<file path="config.mk">
export PLATFORM = sky130hd
export DESIGN_NAME = logic_unit_scheduler_flat
export DESIGN_NICKNAME = d
export VERILOG_FILES = /design/src/rtl/logic_unit_scheduler_if.sv /design/src/rtl/logic_unit_scheduler.sv /design/src/flat_wrapper.sv
export SDC_FILE = /design/constraint.sdc
export NUM_CORES = 1
export LEC_CHECK = 0
export BUFFER_PORTS_ARGS = -buffer_cell sky130_fd_sc_hd__buf_2
export CAP_MARGIN = 30
export CORE_ASPECT_RATIO = 0.5
export CORE_MARGIN = 3
export CORE_UTILIZATION = 50
export DETAILED_ROUTE_END_ITERATION = 8
export PLACE_DENSITY = 0.88
export RECOVER_POWER = 100
export SYNTH_ARGS = -nofsm -noshare
export SYNTH_HDL_FRONTEND = slang
export SYNTH_SLANG_ARGS = --single-unit
</file>
<file path="constraint.sdc">
create_clock -name clk -period 2.2 [get_ports clk]
set_clock_uncertainty 0.15 [all_clocks]
set_input_delay 0.44 -clock clk [delete_from_list [all_inputs] [get_ports clk]]
set_output_delay 0.44 -clock clk [all_outputs]
set_load 0.05 [all_outputs]
</file>
<file path="src/rtl/logic_unit_scheduler_if.sv">
// Request/response bundle between the issuing front-end (master) and the
// logic unit scheduler (slave).
interface logic_unit_scheduler_if #(
  parameter int WIDTH   = 4,
  parameter int NUM_REQ = 4
);
  localparam int IDW = (NUM_REQ > 1) ? $clog2(NUM_REQ) : 1;

  logic [NUM_REQ-1:0]       req_valid;
  logic [NUM_REQ-1:0]       req_ready;
  logic [NUM_REQ*WIDTH-1:0] req_a;
  logic [NUM_REQ*WIDTH-1:0] req_b;
  logic [NUM_REQ*2-1:0]     req_op;
  logic                     rsp_valid;
  logic                     rsp_ready;
  logic [IDW-1:0]           rsp_id;
  logic [WIDTH-1:0]         result;

  modport master (
    output req_valid, req_a, req_b, req_op, rsp_ready,
    input  req_ready, rsp_valid, rsp_id, result
  );

  modport slave (
    input  req_valid, req_a, req_b, req_op, rsp_ready,
    output req_ready, rsp_valid, rsp_id, result
  );
endinterface

</file>
<file path="src/rtl/logic_unit_scheduler.sv">
// Round-robin arbiter in front of a shared bitwise logic datapath
// (AND/OR/XOR/NAND); one operation in flight, tagged response.
module logic_unit_scheduler #(
  parameter int WIDTH   = 4,
  parameter int NUM_REQ = 4
) (
  input  logic                        clk,
  input  logic                        rst_n,
  logic_unit_scheduler_if.slave       bus,
  output logic                        busy,
  output logic [7:0]                  done_count
);
  localparam int IDW = (NUM_REQ > 1) ? $clog2(NUM_REQ) : 1;

  typedef enum logic [1:0] {
    IDLE = 2'd0,
    EXEC = 2'd1,
    RESP = 2'd2
  } state_t;

  state_t           state, state_nxt;
  logic [IDW-1:0]   ptr;
  logic [IDW-1:0]   winner;
  logic             any_valid;
  logic             accept;
  logic             rsp_done;

  logic [IDW-1:0]   id_q;
  logic [WIDTH-1:0] a_q, b_q, result_q;
  logic [1:0]       op_q;

  function automatic logic [WIDTH-1:0] logic_op(
    input logic [WIDTH-1:0] a,
    input logic [WIDTH-1:0] b,
    input logic [1:0]       op
  );
    case (op)
      2'b00:   return a & b;
      2'b01:   return a | b;
      2'b10:   return a ^ b;
      default: return ~(a & b);
    endcase
  endfunction

  // First valid requester at or after ptr, wrapping past NUM_REQ-1.
  always_comb begin
    // NOTE: every always_comb output gets a default before any conditional
    // assignment, otherwise a path that skips the assignment infers a latch.
    winner    = '0;
    any_valid = 1'b0;
    for (int i = 0; i < NUM_REQ; i++) begin
      int idx;
      idx = int'(ptr) + i;
      if (idx >= NUM_REQ) idx = idx - NUM_REQ;
      if (!any_valid && bus.req_valid[idx]) begin
        any_valid = 1'b1;
        winner    = idx[IDW-1:0];
      end
    end
  end

  assign accept   = (state == IDLE) && any_valid;
  assign rsp_done = (state == RESP) && bus.rsp_ready;

  // State register
  always_ff @(posedge clk or negedge rst_n) begin
    // NOTE: sequential state uses non-blocking assignment so every register
    // samples pre-edge values regardless of process ordering.
    if (!rst_n) state <= IDLE;
    else        state <= state_nxt;
  end

  // Next-state logic
  always_comb begin
    state_nxt = state;
    case (state)
      IDLE:    if (any_valid) state_nxt = EXEC;
      EXEC:    state_nxt = RESP;
      RESP:    if (bus.rsp_ready) state_nxt = IDLE;
      default: state_nxt = IDLE;
    endcase
  end

  // Outputs; the grant is masked by rst_n so it drops the moment reset asserts.
  always_comb begin
    bus.req_ready = '0;
    if (accept && rst_n) bus.req_ready[winner] = 1'b1;
    bus.rsp_valid = (state == RESP);
    busy          = (state != IDLE);
  end

  // Captured operation, shared datapath result, rotation pointer and counter.
  always_ff @(posedge clk or negedge rst_n) begin
    if (!rst_n) begin
      id_q       <= '0;
      a_q        <= '0;
      b_q        <= '0;
      op_q       <= '0;
      result_q   <= '0;
      ptr        <= '0;
      done_count <= '0;
    end else begin
      if (accept) begin
        id_q <= winner;
        a_q  <= bus.req_a[winner*WIDTH +: WIDTH];
        b_q  <= bus.req_b[winner*WIDTH +: WIDTH];
        op_q <= bus.req_op[winner*2 +: 2];
      end
      if (state == EXEC) result_q <= logic_op(a_q, b_q, op_q);
      if (rsp_done) begin
        ptr        <= (id_q == IDW'(NUM_REQ - 1)) ? '0 : id_q + 1'b1;
        done_count <= done_count + 8'd1;
      end
    end
  end

  assign bus.rsp_id = id_q;
  assign bus.result = result_q;

endmodule

</file>
<file path="src/flat_wrapper.sv">
// flat-port wrapper written by rule: the top's interface ports become plain ports
module logic_unit_scheduler_flat 
#(
  parameter int WIDTH   = 4,
  parameter int NUM_REQ = 4
)
  (clk, rst_n, busy, done_count, bus_req_valid, bus_req_a, bus_req_b, bus_req_op, bus_rsp_ready, bus_req_ready, bus_rsp_valid, bus_rsp_id, bus_result);
  logic_unit_scheduler_if #(.WIDTH(WIDTH), .NUM_REQ(NUM_REQ)) bus_i ();
  input  logic clk;
  input  logic rst_n;
  output logic busy;
  output logic [7:0] done_count;
  input wire logic [$bits(bus_i.req_valid)-1:0] bus_req_valid;
  input wire logic [$bits(bus_i.req_a)-1:0] bus_req_a;
  input wire logic [$bits(bus_i.req_b)-1:0] bus_req_b;
  input wire logic [$bits(bus_i.req_op)-1:0] bus_req_op;
  input wire logic [$bits(bus_i.rsp_ready)-1:0] bus_rsp_ready;
  output wire logic [$bits(bus_i.req_ready)-1:0] bus_req_ready;
  output wire logic [$bits(bus_i.rsp_valid)-1:0] bus_rsp_valid;
  output wire logic [$bits(bus_i.rsp_id)-1:0] bus_rsp_id;
  output wire logic [$bits(bus_i.result)-1:0] bus_result;
  assign bus_i.req_valid = bus_req_valid;
  assign bus_i.req_a = bus_req_a;
  assign bus_i.req_b = bus_req_b;
  assign bus_i.req_op = bus_req_op;
  assign bus_i.rsp_ready = bus_rsp_ready;
  assign bus_req_ready = bus_i.req_ready;
  assign bus_rsp_valid = bus_i.rsp_valid;
  assign bus_rsp_id = bus_i.rsp_id;
  assign bus_result = bus_i.result;
  logic_unit_scheduler #(.WIDTH(WIDTH), .NUM_REQ(NUM_REQ)) u_core (.clk(clk), .rst_n(rst_n), .bus(bus_i), .busy(busy), .done_count(done_count));
endmodule
</file>
* After elaboration in Yosys (flattened, before gate mapping)
Cells that the tools add are included.
** Storage, ports and cells
- Register bits after elaboration :: 28
- Output and inout port bits :: 20
- Memories kept :: 0
- Bits in writable memories :: 0
- Memory bits (read-only) :: 0
- Input port bits :: 47
- Latch bits :: 0
- Logic and storage cells :: 87
** Cells by class
- $lt $le $gt $ge :: 10
- Multipliers :: 0
- Equality and inequality tests :: 7
- Div/mod/pow operators :: 0
- Muxes and demuxes :: 32
- Add/subtract/negate cells :: 9
- Shift operators :: 3
- Reductions and logical operators :: 14
- Bitwise gates (word level) :: 4
** Operators with widths (number)
- 32-bit by 4-bit < comparator with 1-bit output, second input constant :: 4
- 32-bit 2-to-1 mux :: 4
- 32-bit by 4-bit >= comparator with 1-bit output, second input constant :: 3
- 32-bit by 4-bit subtractor with 32-bit output, second input constant :: 3
- 16-bit by 5-bit indexed part select with 4-bit output :: 2
- 2-bit 2-to-1 mux :: 7
- 1-bit 2-to-1 mux :: 13
- 4-bit one-hot mux with 3 select lines :: 1
- 8-bit by 1-bit adder with 8-bit output, second input constant :: 1
- 1-bit binary-select mux with 2-bit select :: 4
- 8-bit by 4-bit indexed part select with 2-bit output :: 1
- 1-bit logical AND :: 7
- 2-bit by 2-bit adder with 3-bit output, second input constant :: 2
- 2-bit == test, second input constant :: 3
- 2-bit one-hot mux with 3 select lines :: 1
- 4-bit AND :: 1
- 2-bit by 1-bit == test with 1-bit output, second input constant :: 2
- 2-bit logical NOT :: 2
- 4-bit 2-to-1 mux :: 1
- 4-bit inverter :: 1
- 4-bit OR :: 1
- 2-bit by 3-bit subtractor with 4-bit output, second input constant :: 1
- 4-bit XOR :: 1
- 2-bit by 1-bit adder with 3-bit output, second input constant :: 1
- other kinds (10) :: 12

* Logic depth before layout (Yosys ltp)
- Depth after elaboration :: 20
- Mapped depth :: 7
- Mapped depth without buffers :: 7

* Worst setup path before layout
Ideal clock, no wire load.
- Path type :: register to output
- Start point :: reg u_core.state[1]
- End point :: out bus_req_ready[1]
- Path slack :: -0.444 ns
- Arrival time :: 2.054 ns
- Data required time :: 1.610 ns
- Cell stages (with the launch flop) :: 6
- Buffers on the path :: 1
- Cell sequence :: dfrtp_1 > or2_2 > nor2_2 > buf_6 > nand3_1 > nor2_1
** On the way
- Word-level cells in the longest chain between the ends :: 4
** RTL lines
- from (decl) :: RTL line logic_unit_scheduler.sv:21 : state_t state, state_nxt;
- from (signal assigned) :: RTL line logic_unit_scheduler.sv:70 : else state <= state_nxt;
- 2-bit logical NOT :: RTL line logic_unit_scheduler.sv:62 : assign accept = (state == IDLE) && any_valid;
- 1-bit logical AND :: RTL line logic_unit_scheduler.sv:62
- 1-bit logical AND :: RTL line logic_unit_scheduler.sv:87 : if (accept && rst_n) bus.req_ready[winner] = 1'b1;
- 4-bit 2-to-1 mux :: RTL line logic_unit_scheduler.sv:87
- to (decl) :: RTL line flat_wrapper.sv:18 : output wire logic [$bits(bus_i.req_ready)-1:0] bus_req_ready;
No other way between the ends.

* Worst setup path after layout
- Start point :: reg u_core.ptr[1]
- End point :: out bus_req_ready[1]
** On the way
- Word-level cells in the longest chain between the ends :: 20
- Elaborated cells on any way between the ends :: 49
- Classes of those cells :: add/sub (7); order compare (6); mux (27); reduce/logical (9)
** RTL lines
- from (decl) :: RTL line logic_unit_scheduler.sv:22 : logic [IDW-1:0] ptr;
- from (signal assigned) :: RTL line logic_unit_scheduler.sv:111 : ptr <= (id_q == IDW'(NUM_REQ - 1)) ? '0 : id_q + 1'b1;
- parallel branches: the longest is 19 deep, another holds 32-bit by 4-bit subtractor with 32-bit output
- 4-bit 2-to-1 mux * :: RTL line logic_unit_scheduler.sv:87
Mark *: on every way between the ends. The select of a mux whose other input is x is not followed.

==> results.yml <==
run_status:
  status: "finished with violations"
  violations: "setup timing"
sta:
  finalCritPeriodShare_pct: 100
  layout_min_cycle_time_ns: 2.21
  grt_setup_unrepaired: "yes"
  fmax_mhz: 453
  report.final.slew_viol_count: 0
  slew_headroom_pct: 1.30
  tightest_slew_ns: 1.48
  hold_viol: 0
  setup_slack_ns: -0.00536
  finalSetupViolCount: 1
synth:
  postSynthRegisterBits: 28
  netlist.area_leader.share_pct: 36.1
  syn_inst: 198
  syn_avg_cell_area_um2: 9.80
  synth_top_family_by_area: "compound AO/OA/AOI/OAI gates"
  synthMuxAreaShare_pct: 8.38
  synth_compound_area_share_pct: 18.7
  synth_area_leaders: "dfrtp_1, mux2i_1, ha_1"
  ys.warnings.count: 0
  async_flop_share_pct: 100
  synth_nets: 255
  synthAdderAreaFrac_pct: 6.45
  synthFlopType: "dfrtp_1"
  synth_simple_gate_area_share_pct: 17.3
  yosys.area.top_type: "dfrtp_1"
  seq_area_frac_synth_pct: 36.1
  synth_edf_count: 0
  syn-cell-area_um2: 1940
  ys_types: 38
  synth-xor-area-share_pct: 3.16
clocking:
  clk-insertion-delay-late_ns: 0.28
  cts.htree.levels: 1
  clkSlewWorstSetupHoldPaths_ns: 0.10
  holdBufCountCts: 0
  cts_num_sinks: 28
  cts_buffer_depth: 2
  cts_root_buf: "clkbuf_8"
  cts_buffers: 3
  tritoncts: "built"
  postCtsSetupBuffers: 0
layout:
  layout.nets: 328
  nFillCells: 285
  diodes: 0
  finalNonFillerCells: 321
  final_layout_size_suffix_gt1_share_pct: 33.7
  area_growth_pct: 24.9
floorplan:
  dieArea_um2: 4710
  initial_core_util_pct: 54.1
  die_x_um: 94.1
  core_area_um2: 3580
  die_h_um: 50.1
  rows: 15
  ios: 67
worst_setup_path:
  startpoint_type: "flop"
  r2r-start: "u_core.ptr[1]"
  reg2reg_to: "u_core.b_q[2]"
  path_delay_family: "simple AND/OR/NAND/NOR gates"
  rrSetupSlack_ns: 0.22
  slowest_delay_ns: 0.43
  critPathBufInv: 1
  required_ns: 1.61
  worst-setup-path-type: "flop to output port"
  cp-end-kind: "output port"
  reg2regPathDepth: 6
  cp_cell_sequence: "mux2i_1, o2bb2ai_2, nor2_1, nand3_2, nor2_4, buf_6"
  crit_path_end: "bus_req_ready[1]"
  path_depth: 6
  critPathSlowestCell: "dfrtp_1"
  cp.arrival_ns: 1.62
  crit_start: "u_core.ptr[1]"
  worst-path-max-fanout: 4
routing:
  drt_drc_violations_left: 0
  viasPerCell: 5.31
  post_drt_wl_per_cell_um: 14.4
  ant_nets: 0
  wirelength_mm: 4.64
  vias: 1706
  drtIter0Drc: 38
  first_pass_iters: 4
global_routing:
  antenna_found_initial: 0
  grt_pass1_vias: 1724
  grt_pass1_wl_mm: 7.42
  grt_max_degree: 29
  grt_use_total_pct: 20.0
  overflow: 0
job:
  cap_viol_max_count: 0
place:
  gp_congestion: 0.860
  io_buffer_count: 66
  place_inst: 317
  dp_hpwl_mm: 3.57
power_and_ir_drop:
  pwr-share-clk_pct: 12.2
  seqPwrFrac_pct: 28.9
  comb_power_share_pct: 59.0
  p_leak_nw: 1.15
  p_sw_share_pct: 50.1
  power.internal_mw: 1.69
  vdd_ir_drop_max_mv: 1.11
  p_per_area_nw_per_um2: 1390
  switching_power_mw: 1.69
  power.total_mw: 3.38
hold_path:
  hold_path_class: "primary input to flop"
how the worst min path moves through the flow:
stage | startpoint | end | slack, ns | depth (start not counted)
6_report | bus_rsp_ready | u_core.state[1] | 0.21 | 2
2_1_floorplan | rst_n | u_core.a_q[0] | -0.006 | 0
5_1_grt | bus_rsp_ready | u_core.state[1] | 0.24 | 2
4_1_cts | rst_n | u_core.b_q[3] | 0.10 | 2
3_3_place_gp | u_core.done_count[7] | u_core.done_count[7] | 0.31 | 1
3_5_place_dp | u_core.bus.result[2] | u_core.bus.result[2] | 0.32 | 2
state kept, by name, indices dropped and copies added, names as in the netlist:
register and cells:
u_core.a_q 4, u_core.b_q 4, u_core.bus.result 4, u_core.bus.rsp_id 2
u_core.done_count 8, u_core.op_q 2, u_core.ptr 2, u_core.state 2
layer usage:
| metal | track usage [%] | wire length (um) |
|---|---|---|
| met2 | 37.5 | 2550 |
| met3 | 2.29 | 136 |
| met4 | 7.67 | 55 |
| met1 | 23.3 | 1900 |
| met5 | 0 | 0 |
through the flow:
step / util [%] / setup TNS [ns] / instance area, um^2 / hold slack [ns] / setup WS (ns)
after floorplan: - / 0 / 1980 / -0.00559 / 0.0106
after global placement: 65.1 / 0 / 2330 / 0.307 / 0.0207
after detailed placement: 65.1 / -0.0574 / 2330 / 0.318 / -0.0455
after CTS: 68.3 / -0.0367 / 2450 / 0.104 / -0.0132
after global routing: 67.6 / -0.288 / 2420 / 0.239 / -0.0831
final: 67.6 / -0.00536 / 2420 / 0.211 / -0.00536
kinds of logic (layout without fill, tap and decap cells):
group / Yosys count / in the layout
DFF: 28 / 28
adders and majority gates: 10 / 10
AOI/OAI and AO/OA: 43 / 43
buffers and inverters: 25 / 97
xor gates and xnor gates: 7 / 7
muxes: 16 / 16
and+or+nand+nor: 69 / 69
synth_stat cells, drive strengths merged (4+ instances only):
master,count
clkbuf,6
mux2i,14
o21ai,14
buf,4
nand3,4
nor3b,9
nor2,20
dfrtp,28
nand2,21
a21oi,4
inv,15
a211oi,10
a311oi,10
xnor2,6
ha,10
repair_timing:
action,4_1_cts,5_1_grt
cloned,0,0
endpoints found under the hold margin,0,0
endpoints found under the setup margin,4,4
pin swaps,5,2
resized for setup,14,2
placed cells by master, fill, tap and decap left out, types with 2 or more instances in the layout:
cell and n:
buf_2 46, dfrtp_1 28, nand2_1 21, clkbuf_1 17, inv_1 15, mux2i_1 14, nor2_1 13, o21ai_0 13
buf_4 11, ha_1 10, nor3b_1 9, a311oi_1 9, a211oi_2 7, nor2_4 6, xnor2_1 6, buf_6 4
or2_4 3, nand2b_1 3, a211oi_1 3, nor3_1 3, a21oi_1 3, clkbuf_8 3, mux2_2 2, nand4_1 2
nand3_1 2
layout make-up:
cell class                      count  area (um^2)  area share [%]
Clock buffer                        3         41.3            1.70
Clock inverter                      1         30.0            1.24
Inverter                           15         56.3            2.32
Multi-Input combinational cell    145         1110            45.8
Sequential cell                    28          701            28.9
Tap cell                           51         63.8            2.63
Timing Repair Buffer               78          422            17.4
power by group through the flow:
stage | Sequential (mW) | Clock [mW] | Combinational, mW
after floorplan | 1.23 | 0 | 1.38
after global routing | 1.02 | 0.441 | 2.19
after CTS | 0.974 | 0.419 | 2.03
final | 0.975 | 0.411 | 1.99
after detailed placement | 0.980 | 0 | 1.98
after global placement | 0.964 | 0 | 1.89
Power figures use the tool's default switching activity.
